<file path="config.mk">
export PLATFORM = sky130hd
export DESIGN_NAME = rotor_seq_flat
export DESIGN_NICKNAME = d
export VERILOG_FILES = /design/src/rtl/rotor_seq_if.sv /design/src/rtl/rotor_seq.sv /design/src/flat_wrapper.sv
export SDC_FILE = /design/constraint.sdc
export NUM_CORES = 1
export LEC_CHECK = 0
export ABC_AREA = 1
export CORE_AREA = 3 3 238 240
export CTS_BUF_LIST = sky130_fd_sc_hd__clkbuf_4
export DETAILED_ROUTE_END_ITERATION = 6
export DIE_AREA = 0 0 241 243
export PLACE_DENSITY = 0.58
export SYNTH_ARGS = -nofsm -noshare
export SYNTH_HDL_FRONTEND = slang
export SYNTH_SLANG_ARGS = --single-unit
export TNS_END_PERCENT = 10
</file>
<file path="constraint.sdc">
create_clock -name clk -period 1.75 [get_ports clk]
set_clock_uncertainty 0.15 [all_clocks]
set_input_delay 0.35 -clock clk [delete_from_list [all_inputs] [get_ports clk]]
set_output_delay 0.35 -clock clk [all_outputs]
set_load 0.02 [all_outputs]
</file>
<file path="src/rtl/rotor_seq_if.sv">
// Rotor-side handshake bundle: configuration, character strobe, pacing enable and result return.
// The master end is the sequencer and the slave end is the rotor stage.
interface rotor_seq_if;
   logic          r_set;
   logic [31:0]   r_offset;
   logic [31:0]   r_delay;
   logic [207:0]  r_idx;
   logic          r_dec;
   logic          r_valid;
   logic [7:0]    r_din;
   logic          r_en;
   logic          r_rot;
   logic [7:0]    r_dout;
   logic          r_done;

   modport master (
      output r_set, r_offset, r_delay, r_idx, r_dec, r_valid, r_din, r_en, r_rot,
      input  r_dout, r_done
   );

   modport slave (
      input  r_set, r_offset, r_delay, r_idx, r_dec, r_valid, r_din, r_en, r_rot,
      output r_dout, r_done
   );
endinterface

</file>
<file path="src/rtl/rotor_seq.sv">
// Sequences one host character at a time through a rotor stage: strobe at T+1, enable from T+2, result the cycle after r_done.
// Host output is held under out_ready backpressure; in_ready is only offered in IDLE, so one character is in flight at most.
module rotor_seq #(
   parameter int TIMEOUT = 64,
   parameter int CNT_W   = 16
) (
   input  logic             clk,
   input  logic             reset_n,
   input  logic             cfg_load,
   input  logic [31:0]      cfg_offset,
   input  logic [31:0]      cfg_delay,
   input  logic [207:0]     cfg_table,
   input  logic             cfg_dec,
   output logic             cfg_ack,
   input  logic             in_valid,
   input  logic [7:0]       in_char,
   output logic             in_ready,
   output logic             out_valid,
   output logic [7:0]       out_char,
   input  logic             out_ready,
   output logic             err,
   output logic [CNT_W-1:0] char_cnt,
   rotor_seq_if.master      rot
);

   localparam int WW = $clog2(TIMEOUT);
   localparam logic [WW-1:0] WAIT_LAST = WW'(TIMEOUT - 1);

   typedef enum logic [2:0] {IDLE, CFG, ISSUE, WAIT, OUT} state_t;

   state_t           state, state_n;
   logic [WW-1:0]    wait_cnt, wait_n;
   logic [31:0]      offset_q, offset_n, delay_q, delay_n;
   logic [207:0]     table_q, table_n;
   logic             dec_q, dec_n;
   logic [7:0]       din_q, din_n, out_char_q, out_char_n;
   logic             err_q, err_n;
   logic [CNT_W-1:0] cnt_q, cnt_n;
   logic             set_q, valid_q, en_q, ov_q;
   logic             is_letter;

   assign is_letter = (in_char >= 8'd65) && (in_char <= 8'd90);

   always_comb begin
      state_n    = state;
      wait_n     = wait_cnt;
      offset_n   = offset_q;
      delay_n    = delay_q;
      table_n    = table_q;
      dec_n      = dec_q;
      din_n      = din_q;
      out_char_n = out_char_q;
      err_n      = err_q;
      cnt_n      = cnt_q;
      case (state)
         IDLE: begin
            // cfg_load wins over a same-cycle character; in_ready is already low then.
            if (cfg_load) begin
               state_n  = CFG;
               offset_n = cfg_offset;
               delay_n  = cfg_delay;
               table_n  = cfg_table;
               dec_n    = cfg_dec;
            end else if (in_valid) begin
               if (is_letter) begin
                  din_n   = in_char;
                  state_n = ISSUE;
               end else begin
                  out_char_n = in_char;
                  state_n    = OUT;
               end
            end
         end
         CFG:   state_n = IDLE;
         ISSUE: begin
            wait_n  = '0;
            state_n = WAIT;
         end
         WAIT: begin
            // A done arriving on the timeout cycle still delivers the character.
            if (rot.r_done) begin
               out_char_n = rot.r_dout;
               cnt_n      = cnt_q + 1'b1;
               state_n    = OUT;
            end else if (wait_cnt == WAIT_LAST) begin
               err_n   = 1'b1;
               state_n = IDLE;
            end else begin
               wait_n = wait_cnt + 1'b1;
            end
         end
         OUT:     if (out_ready) state_n = IDLE;
         default: state_n = IDLE;
      endcase
      if (state_n == CFG) err_n = 1'b0;
   end

   always_ff @(posedge clk) begin
      if (!reset_n) begin
         state      <= IDLE;
         wait_cnt   <= '0;
         offset_q   <= '0;
         delay_q    <= '0;
         table_q    <= '0;
         dec_q      <= 1'b0;
         din_q      <= '0;
         out_char_q <= '0;
         err_q      <= 1'b0;
         cnt_q      <= '0;
         set_q      <= 1'b0;
         valid_q    <= 1'b0;
         en_q       <= 1'b0;
         ov_q       <= 1'b0;
      end else begin
         state      <= state_n;
         wait_cnt   <= wait_n;
         offset_q   <= offset_n;
         delay_q    <= delay_n;
         table_q    <= table_n;
         dec_q      <= dec_n;
         din_q      <= din_n;
         out_char_q <= out_char_n;
         err_q      <= err_n;
         cnt_q      <= cnt_n;
         set_q      <= (state_n == CFG);
         valid_q    <= (state_n == ISSUE);
         en_q       <= (state_n == WAIT);
         ov_q       <= (state_n == OUT);
      end
   end

   assign in_ready     = (state == IDLE) && !cfg_load;
   assign cfg_ack      = set_q;
   assign out_valid    = ov_q;
   assign out_char     = out_char_q;
   assign err          = err_q;
   assign char_cnt     = cnt_q;
   assign rot.r_set    = set_q;
   assign rot.r_offset = offset_q;
   assign rot.r_delay  = delay_q;
   assign rot.r_idx    = table_q;
   assign rot.r_dec    = dec_q;
   assign rot.r_valid  = valid_q;
   assign rot.r_din    = din_q;
   assign rot.r_en     = en_q;
   assign rot.r_rot    = 1'b0;

endmodule

</file>
<file path="src/flat_wrapper.sv">
// flat-port wrapper written by rule: the top's interface ports become plain ports
module rotor_seq_flat 
#(
   parameter int TIMEOUT = 64,
   parameter int CNT_W   = 16
)
  (clk, reset_n, cfg_load, cfg_offset, cfg_delay, cfg_table, cfg_dec, cfg_ack, in_valid, in_char, in_ready, out_valid, out_char, out_ready, err, char_cnt, rot_r_set, rot_r_offset, rot_r_delay, rot_r_idx, rot_r_dec, rot_r_valid, rot_r_din, rot_r_en, rot_r_rot, rot_r_dout, rot_r_done);
  rotor_seq_if rot_i ();
  input  logic clk;
  input  logic reset_n;
  input  logic cfg_load;
  input  logic [31:0] cfg_offset;
  input  logic [31:0] cfg_delay;
  input  logic [207:0] cfg_table;
  input  logic cfg_dec;
  output logic cfg_ack;
  input  logic in_valid;
  input  logic [7:0] in_char;
  output logic in_ready;
  output logic out_valid;
  output logic [7:0] out_char;
  input  logic out_ready;
  output logic err;
  output logic [CNT_W-1:0] char_cnt;
  output wire logic [$bits(rot_i.r_set)-1:0] rot_r_set;
  output wire logic [$bits(rot_i.r_offset)-1:0] rot_r_offset;
  output wire logic [$bits(rot_i.r_delay)-1:0] rot_r_delay;
  output wire logic [$bits(rot_i.r_idx)-1:0] rot_r_idx;
  output wire logic [$bits(rot_i.r_dec)-1:0] rot_r_dec;
  output wire logic [$bits(rot_i.r_valid)-1:0] rot_r_valid;
  output wire logic [$bits(rot_i.r_din)-1:0] rot_r_din;
  output wire logic [$bits(rot_i.r_en)-1:0] rot_r_en;
  output wire logic [$bits(rot_i.r_rot)-1:0] rot_r_rot;
  input wire logic [$bits(rot_i.r_dout)-1:0] rot_r_dout;
  input wire logic [$bits(rot_i.r_done)-1:0] rot_r_done;
  assign rot_r_set = rot_i.r_set;
  assign rot_r_offset = rot_i.r_offset;
  assign rot_r_delay = rot_i.r_delay;
  assign rot_r_idx = rot_i.r_idx;
  assign rot_r_dec = rot_i.r_dec;
  assign rot_r_valid = rot_i.r_valid;
  assign rot_r_din = rot_i.r_din;
  assign rot_r_en = rot_i.r_en;
  assign rot_r_rot = rot_i.r_rot;
  assign rot_i.r_dout = rot_r_dout;
  assign rot_i.r_done = rot_r_done;
  rotor_seq #(.TIMEOUT(TIMEOUT), .CNT_W(CNT_W)) u_core (.clk(clk), .reset_n(reset_n), .cfg_load(cfg_load), .cfg_offset(cfg_offset), .cfg_delay(cfg_delay), .cfg_table(cfg_table), .cfg_dec(cfg_dec), .cfg_ack(cfg_ack), .in_valid(in_valid), .in_char(in_char), .in_ready(in_ready), .out_valid(out_valid), .out_char(out_char), .out_ready(out_ready), .err(err), .char_cnt(char_cnt), .rot(rot_i));
endmodule
</file>
== Yosys cells after proc, flatten, opt, wreduce, memory -nomap -nowiden ==
Cells that the tools add are included.

* Flip-flop bits (word level): 319

* Eq/ne operators: 14
* Multiplexer cells: 15
* Add/sub/neg operators: 2
* Magnitude comparators: 2
* Reductions and logical operators: 13
* Bitwise logic cells: 3

{| class="wikitable"
|+ Operator list
! cell !! count
|-
| two-way mux 8 bit || 4
|-
| two-way mux 3 bit || 6
|-
| adder 16 x 1 -> 16 bit, second input constant || 1
|-
| case mux 8 bit (2 select lines) || 1
|-
| == test 3 x 2 -> 1 bit, second input constant || 4
|-
| two-way mux 6 bit || 2
|-
| != test 2 bit, second input constant || 6
|-
| case mux 3 bit (4 select lines) || 1
|-
| case mux 6 bit (2 select lines) || 1
|-
| greater-or-equal comparator 8 x 7 -> 1 bit, second input constant || 1
|-
| less-or-equal comparator 8 x 7 -> 1 bit, second input constant || 1
|-
| adder 6 x 1 -> 6 bit, second input constant || 1
|-
| == test 3 bit, second input constant || 2
|-
| == test 6 bit, second input constant || 1
|-
| AND reduction 3 bit || 2
|-
| AND reduction 5 bit || 1
|-
| AND reduction 2 bit || 2
|-
| AND reduction 4 bit || 1
|-
| nonzero test 2 bit || 2
|-
| == test 3 x 1 -> 1 bit, second input constant || 1
|-
| logical NOT 3 bit || 1
|-
| NOT 1 bit || 3
|-
| logical AND 1 bit || 2
|-
| OR reduction 2 bit || 1
|-
| logical NOT 1 bit || 1
|}

== Depth between registers and ports, before layout ==
* Depth in word-level cells: 8
* Gate-level depth with buffers: 10
* Depth with buffers taken out: 10

== Worst setup path before layout ==
OpenSTA, ideal clock, no wires.

* Path kind: reg2reg
* Start: register u_core.state[1]
* End: register u_core.din_q[0] (netlist: u_core.rot.r_din[0])
* Data arrival time: 1.416 ns
* Period minus slack after synthesis: 1.682 ns
* Buffers on the path: 0
* Stages on the path, launching flop included: 9
* Path slack: 0.068 ns
* Cell sequence: dfxtp_1 > nor2_2 > nand2_2 > nor2_1 > nand2_1 > nor2_4 > inv_2 > nor2_1 > nor2_1

* Longest elaborated chain between the ends: 2

{| class="wikitable"
|+ RTL lines
! what !! RTL line !! RTL
|-
| start, declared || rotor_seq.sv:31 || <nowiki>state_t state, state_n;</nowiki>
|-
| start signal, assigned || rotor_seq.sv:115 || <nowiki>state <= state_n;</nowiki>
|-
| logical NOT 3 bit || rotor_seq.sv:55 || <nowiki>case (state)</nowiki>
|-
| AND reduction 4 bit (no source line) || -- ||
|-
| end signal, assigned || rotor_seq.sv:121 || <nowiki>din_q <= din_n;</nowiki>
|-
| end, declared || rotor_seq.sv:36 || <nowiki>logic [7:0] din_q, din_n, out_char_q, out_char_n;</nowiki>
|}

No other way between the ends.
A chain may end at the register's enable or synchronous reset.

== Worst setup path in the final report ==
* Start: register u_core.state[1]
* End: output port in_ready

* Longest elaborated chain between the ends: 2

{| class="wikitable"
|+ RTL lines
! what !! RTL line !! RTL
|-
| logical NOT 3 bit || rotor_seq.sv:132 || <nowiki>assign in_ready = (state == IDLE) && !cfg_load;</nowiki>
|-
| logical AND 1 bit || rotor_seq.sv:132 ||
|-
| end, declared || flat_wrapper.sv:19 || <nowiki>output logic in_ready;</nowiki>
|}

No other way between the ends.

==> metrics.md <==
| Metric | Value |
|---|---|
| Status | complete, but fails checks |
| Violations in the final reports | setup timing |
| Drt first pass iters | 5 |
| Lkg Pwr | 10.1 nW |
| DRT iter0 DRCs | 486 |
| Tot GR Track Use | 16.4% |
| Worst path top cell family by delay | flip-flops |
| Hold Fails Final Rpt | 0 |
| Design Area, Final | 24,000 sq um |
| Core Rows | 86 |
| Post-route ant nets | 0 |
| Overall power consumption | 19.2 mW |
| DP Area | 19,300 sq um |
| Main flop type after synthesis | dfxtp_1 |
| Post-Route WL | 51,100 um |
| Slowest-stage cell, CP | dfxtp_2 |
| Sink Count | 319 |
| Post-synth EDFFs | 0 |
| Mapped Area | 11,700 sq um |
| Mean Syn Cell Area | 7.56 sq um |
| Final WS setup | -0.305 ns |
| Share of cells above drive strength 1 | 33.5% |
| Max Cap Viol | 0 |
| Largest stage delay, worst path | 0.33 ns |
| CP startpoint kind | register |
| Arr. time, crit path | 1.56 ns |
| Hpwl dp | 34,900 um |
| Core region area | 54,900 sq um |
| Worst setup startpoint | u_core.state[1]$_SDFF_PN0_ |
| Post-Syn Instances | 1,546 |
| IO Pins | 608 |
| Die height | 243 um |
| Synth warn | 0 |
| Min Tclk post-route | 2.06 ns |
| Gr ovfl total | 0 |
| CP Buf/Inv Count | 1 |
| Starting density of the core | 21.3% |
| Hold Path Class | primary input to register |
| Vias per cell | 4.26 |
| Max Clock Freq | 487 MHz |
| Sequential share of the synthesized area | 54.6% |
| FF+latch area | 6770 sq um |
| First-pass GRT wire length | 76,500 um |
| Netlist cell types | 27 |
| Crit path max fanout | 2 |
| Reg2reg start | u_core.state[1]$_SDFF_PN0_ |
| Period utilization | 117% |
| Type of destination of the critical path | output pin |
| Area occupied by multi-input gates | 4610 sq um |
| Die Wd | 241 um |
| CTS max path bufs | 3 |
| Total number of vias | 14,200 |
| Port Buf Inserts | 606 |
| Die area | 58,600 sq um |
| #FFs+latches synth | 319 |
| Max Slew Vio Count | 0 |
| Wire per inst | 15.4 um |
| Root Driver | clkbuf_4 |
| DRC | 0 |
| Routability cong. | 0.872 |
| Initial antenna violation count | 3 |
| Layout area overhead | 105% |
| Worst-path clk slew | 0.07 ns |
| Critical path required time | 1.25 ns |
| Crit-path cells | nor2_4 -> nand2_4 -> nor2_4 -> buf_6 |
| CTS tree | done |
| Fill cells | 5,174 |
| CTS Buf Count | 91 |
| Worst hold start | cfg_table[181] |
| Max IR drop VDD | 0.561 mV |
| Vias in the first global route | 14,600 |
| Power per cell area | 800 nW/um^2 |
| Async set-reset flop share out of synthesis | 0% |
| # nets final | 2,867 |
| RSZ-0062 raised after global routing | yes |
| Pin count of the biggest net entering global routing | 44 |
| Finish-stage setup viols | 155 |
| Critical Path Most Common Cell | nor2_4 |
| Skew-Pair Late Insertion Delay | 0.78 ns |
| Syn nets | 1,843 |
| Worst setup path class | register to output pin |
| H-tree depth | 3 |
## cells by family (layout without fill, tap and decap cells)
kind of cell,count (synthesis),after routing,share of synthesized area [%]
DFF,319,319,54.6
other,1,6,0.0321
xor gates and xnor gates,2,2,0.150
AOI/OAI and AO/OA,319,319,13.7
adders and majority gates,2,2,0.214
buffers and inverters,147,1218,6.11
and+or+nand+nor,756,756,25.1
## per-layer routing
metal | part of all wire [%] | global-route usage (%) | routed length, um
met1 | 38 | 17.4 | 19500
met2 | 49 | 28.7 | 25300
met3 | 8.1 | 5.64 | 4120
met4 | 4.3 | 7.93 | 2220
met5 | 0.023 | 0 | 12
## flip-flops by register name, indices dropped and copies added, names as in the netlist
name,cells
u_core.state,3
u_core.out_valid,1
u_core.wait_cnt,6
u_core.rot.r_offset,32
u_core.rot.r_idx,208
u_core.rot.r_dec,1
u_core.rot.r_din,8
u_core.cfg_ack,1
u_core.char_cnt,16
u_core.rot.r_delay,32
u_core.rot.r_en,1
u_core.out_char,8
u_core.err,1
u_core.rot.r_valid,1
## cells in the mapped netlist (4+ instances only)
master / number / area share, %
nand2_2: 5 / 0.27
a21oi_1: 297 / 13
nand4_1: 4 / 0.21
clkbuf_1: 34 / 1.1
inv_2: 6 / 0.19
nor2_2: 5 / 0.27
a31oi_1: 4 / 0.21
nand2_1: 654 / 21
nor2_1: 60 / 1.9
nand3_1: 22 / 0.94
dfxtp_1: 319 / 55
o21ai_0: 15 / 0.64
buf_2: 31 / 1.3
inv_1: 39 / 1.3
buf_4: 33 / 2.1
## area by class of cell
type / count / share of cell area, %
repair buffers: 1031 / 43.8
flip-flops and latches: 319 / 28.2
multi-input cells: 1080 / 19.2
clock buffers: 127 / 3.97
well taps: 704 / 3.67
inverters: 47 / 0.798
clock inverters: 13 / 0.224
diodes: 5 / 0.0522
## placed cells by master (no fill, tap or decap), types with 38 or more instances in the layout
master / netlist / final
dfxtp_2: 0 / 269
buf_4: 33 / 137
dfxtp_1: 319 / 38
a21oi_1: 297 / 297
inv_1: 39 / 39
dlygate4sd3_1: 0 / 272
nand2_1: 654 / 654
clkbuf_4: 0 / 127
nor2_1: 60 / 59
clkdlybuf4s50_1: 0 / 294
buf_6: 0 / 282
## metrics by stage
| step | hold slack, ns | setup WS, ns | instances | TNS, ns | utilization, % |
|---|---|---|---|---|---|
| after CTS | 0.0194 | -0.464 | 3306 | -90.12 | 42.4 |
| final | 0.163 | -0.305 | 3326 | -7.26 | 43.7 |
| after global routing | 0.0229 | -0.493 | 3326 | -75.01 | 43.7 |
| after global placement | 0.279 | -0.372 | 2881 | -59.78 | 35.2 |
| after detailed placement | 0.288 | -0.356 | 2881 | -63.34 | 35.2 |
| after floorplan | 0.292 | 0.0685 | 1546 | 0 | - |
## timing repair
item | CTS | global route
buffers inserted | 13 | 15
hold buffers | 272 | 0
pin swaps | 2 | 3
hold endpoints to repair | 272 | 0
setup endpoints to repair | 317 | 591
gates resized for setup | 1060 | 1010
cloned | 0 | 0
## report_power, final
group,total [mW],switching (mW),internal (mW)
registers,8.19,0.356,7.83
logic,4.65,2.14,2.51
clock network,6.35,3.08,3.27
## worst min-delay path, stage by stage
cell and delay [ns]:
clkdlybuf4s50_1 0.47, nand2_1 0.16, a21oi_1 0.08
## final timing paths
kind / end / slack, ns / cells after the start
setup reg to reg: u_core.rot.r_idx[160]$_SDFFE_PN0P_ / -0.10 / 10
setup / recovery: in_ready / -0.31 / 4
hold reg to reg: u_core.rot.r_din[5]$_SDFFE_PN0P_ / 0.29 / 2
hold / removal: u_core.rot.r_idx[181]$_SDFFE_PN0P_ / 0.16 / 3
Power figures use the tool's default switching activity.
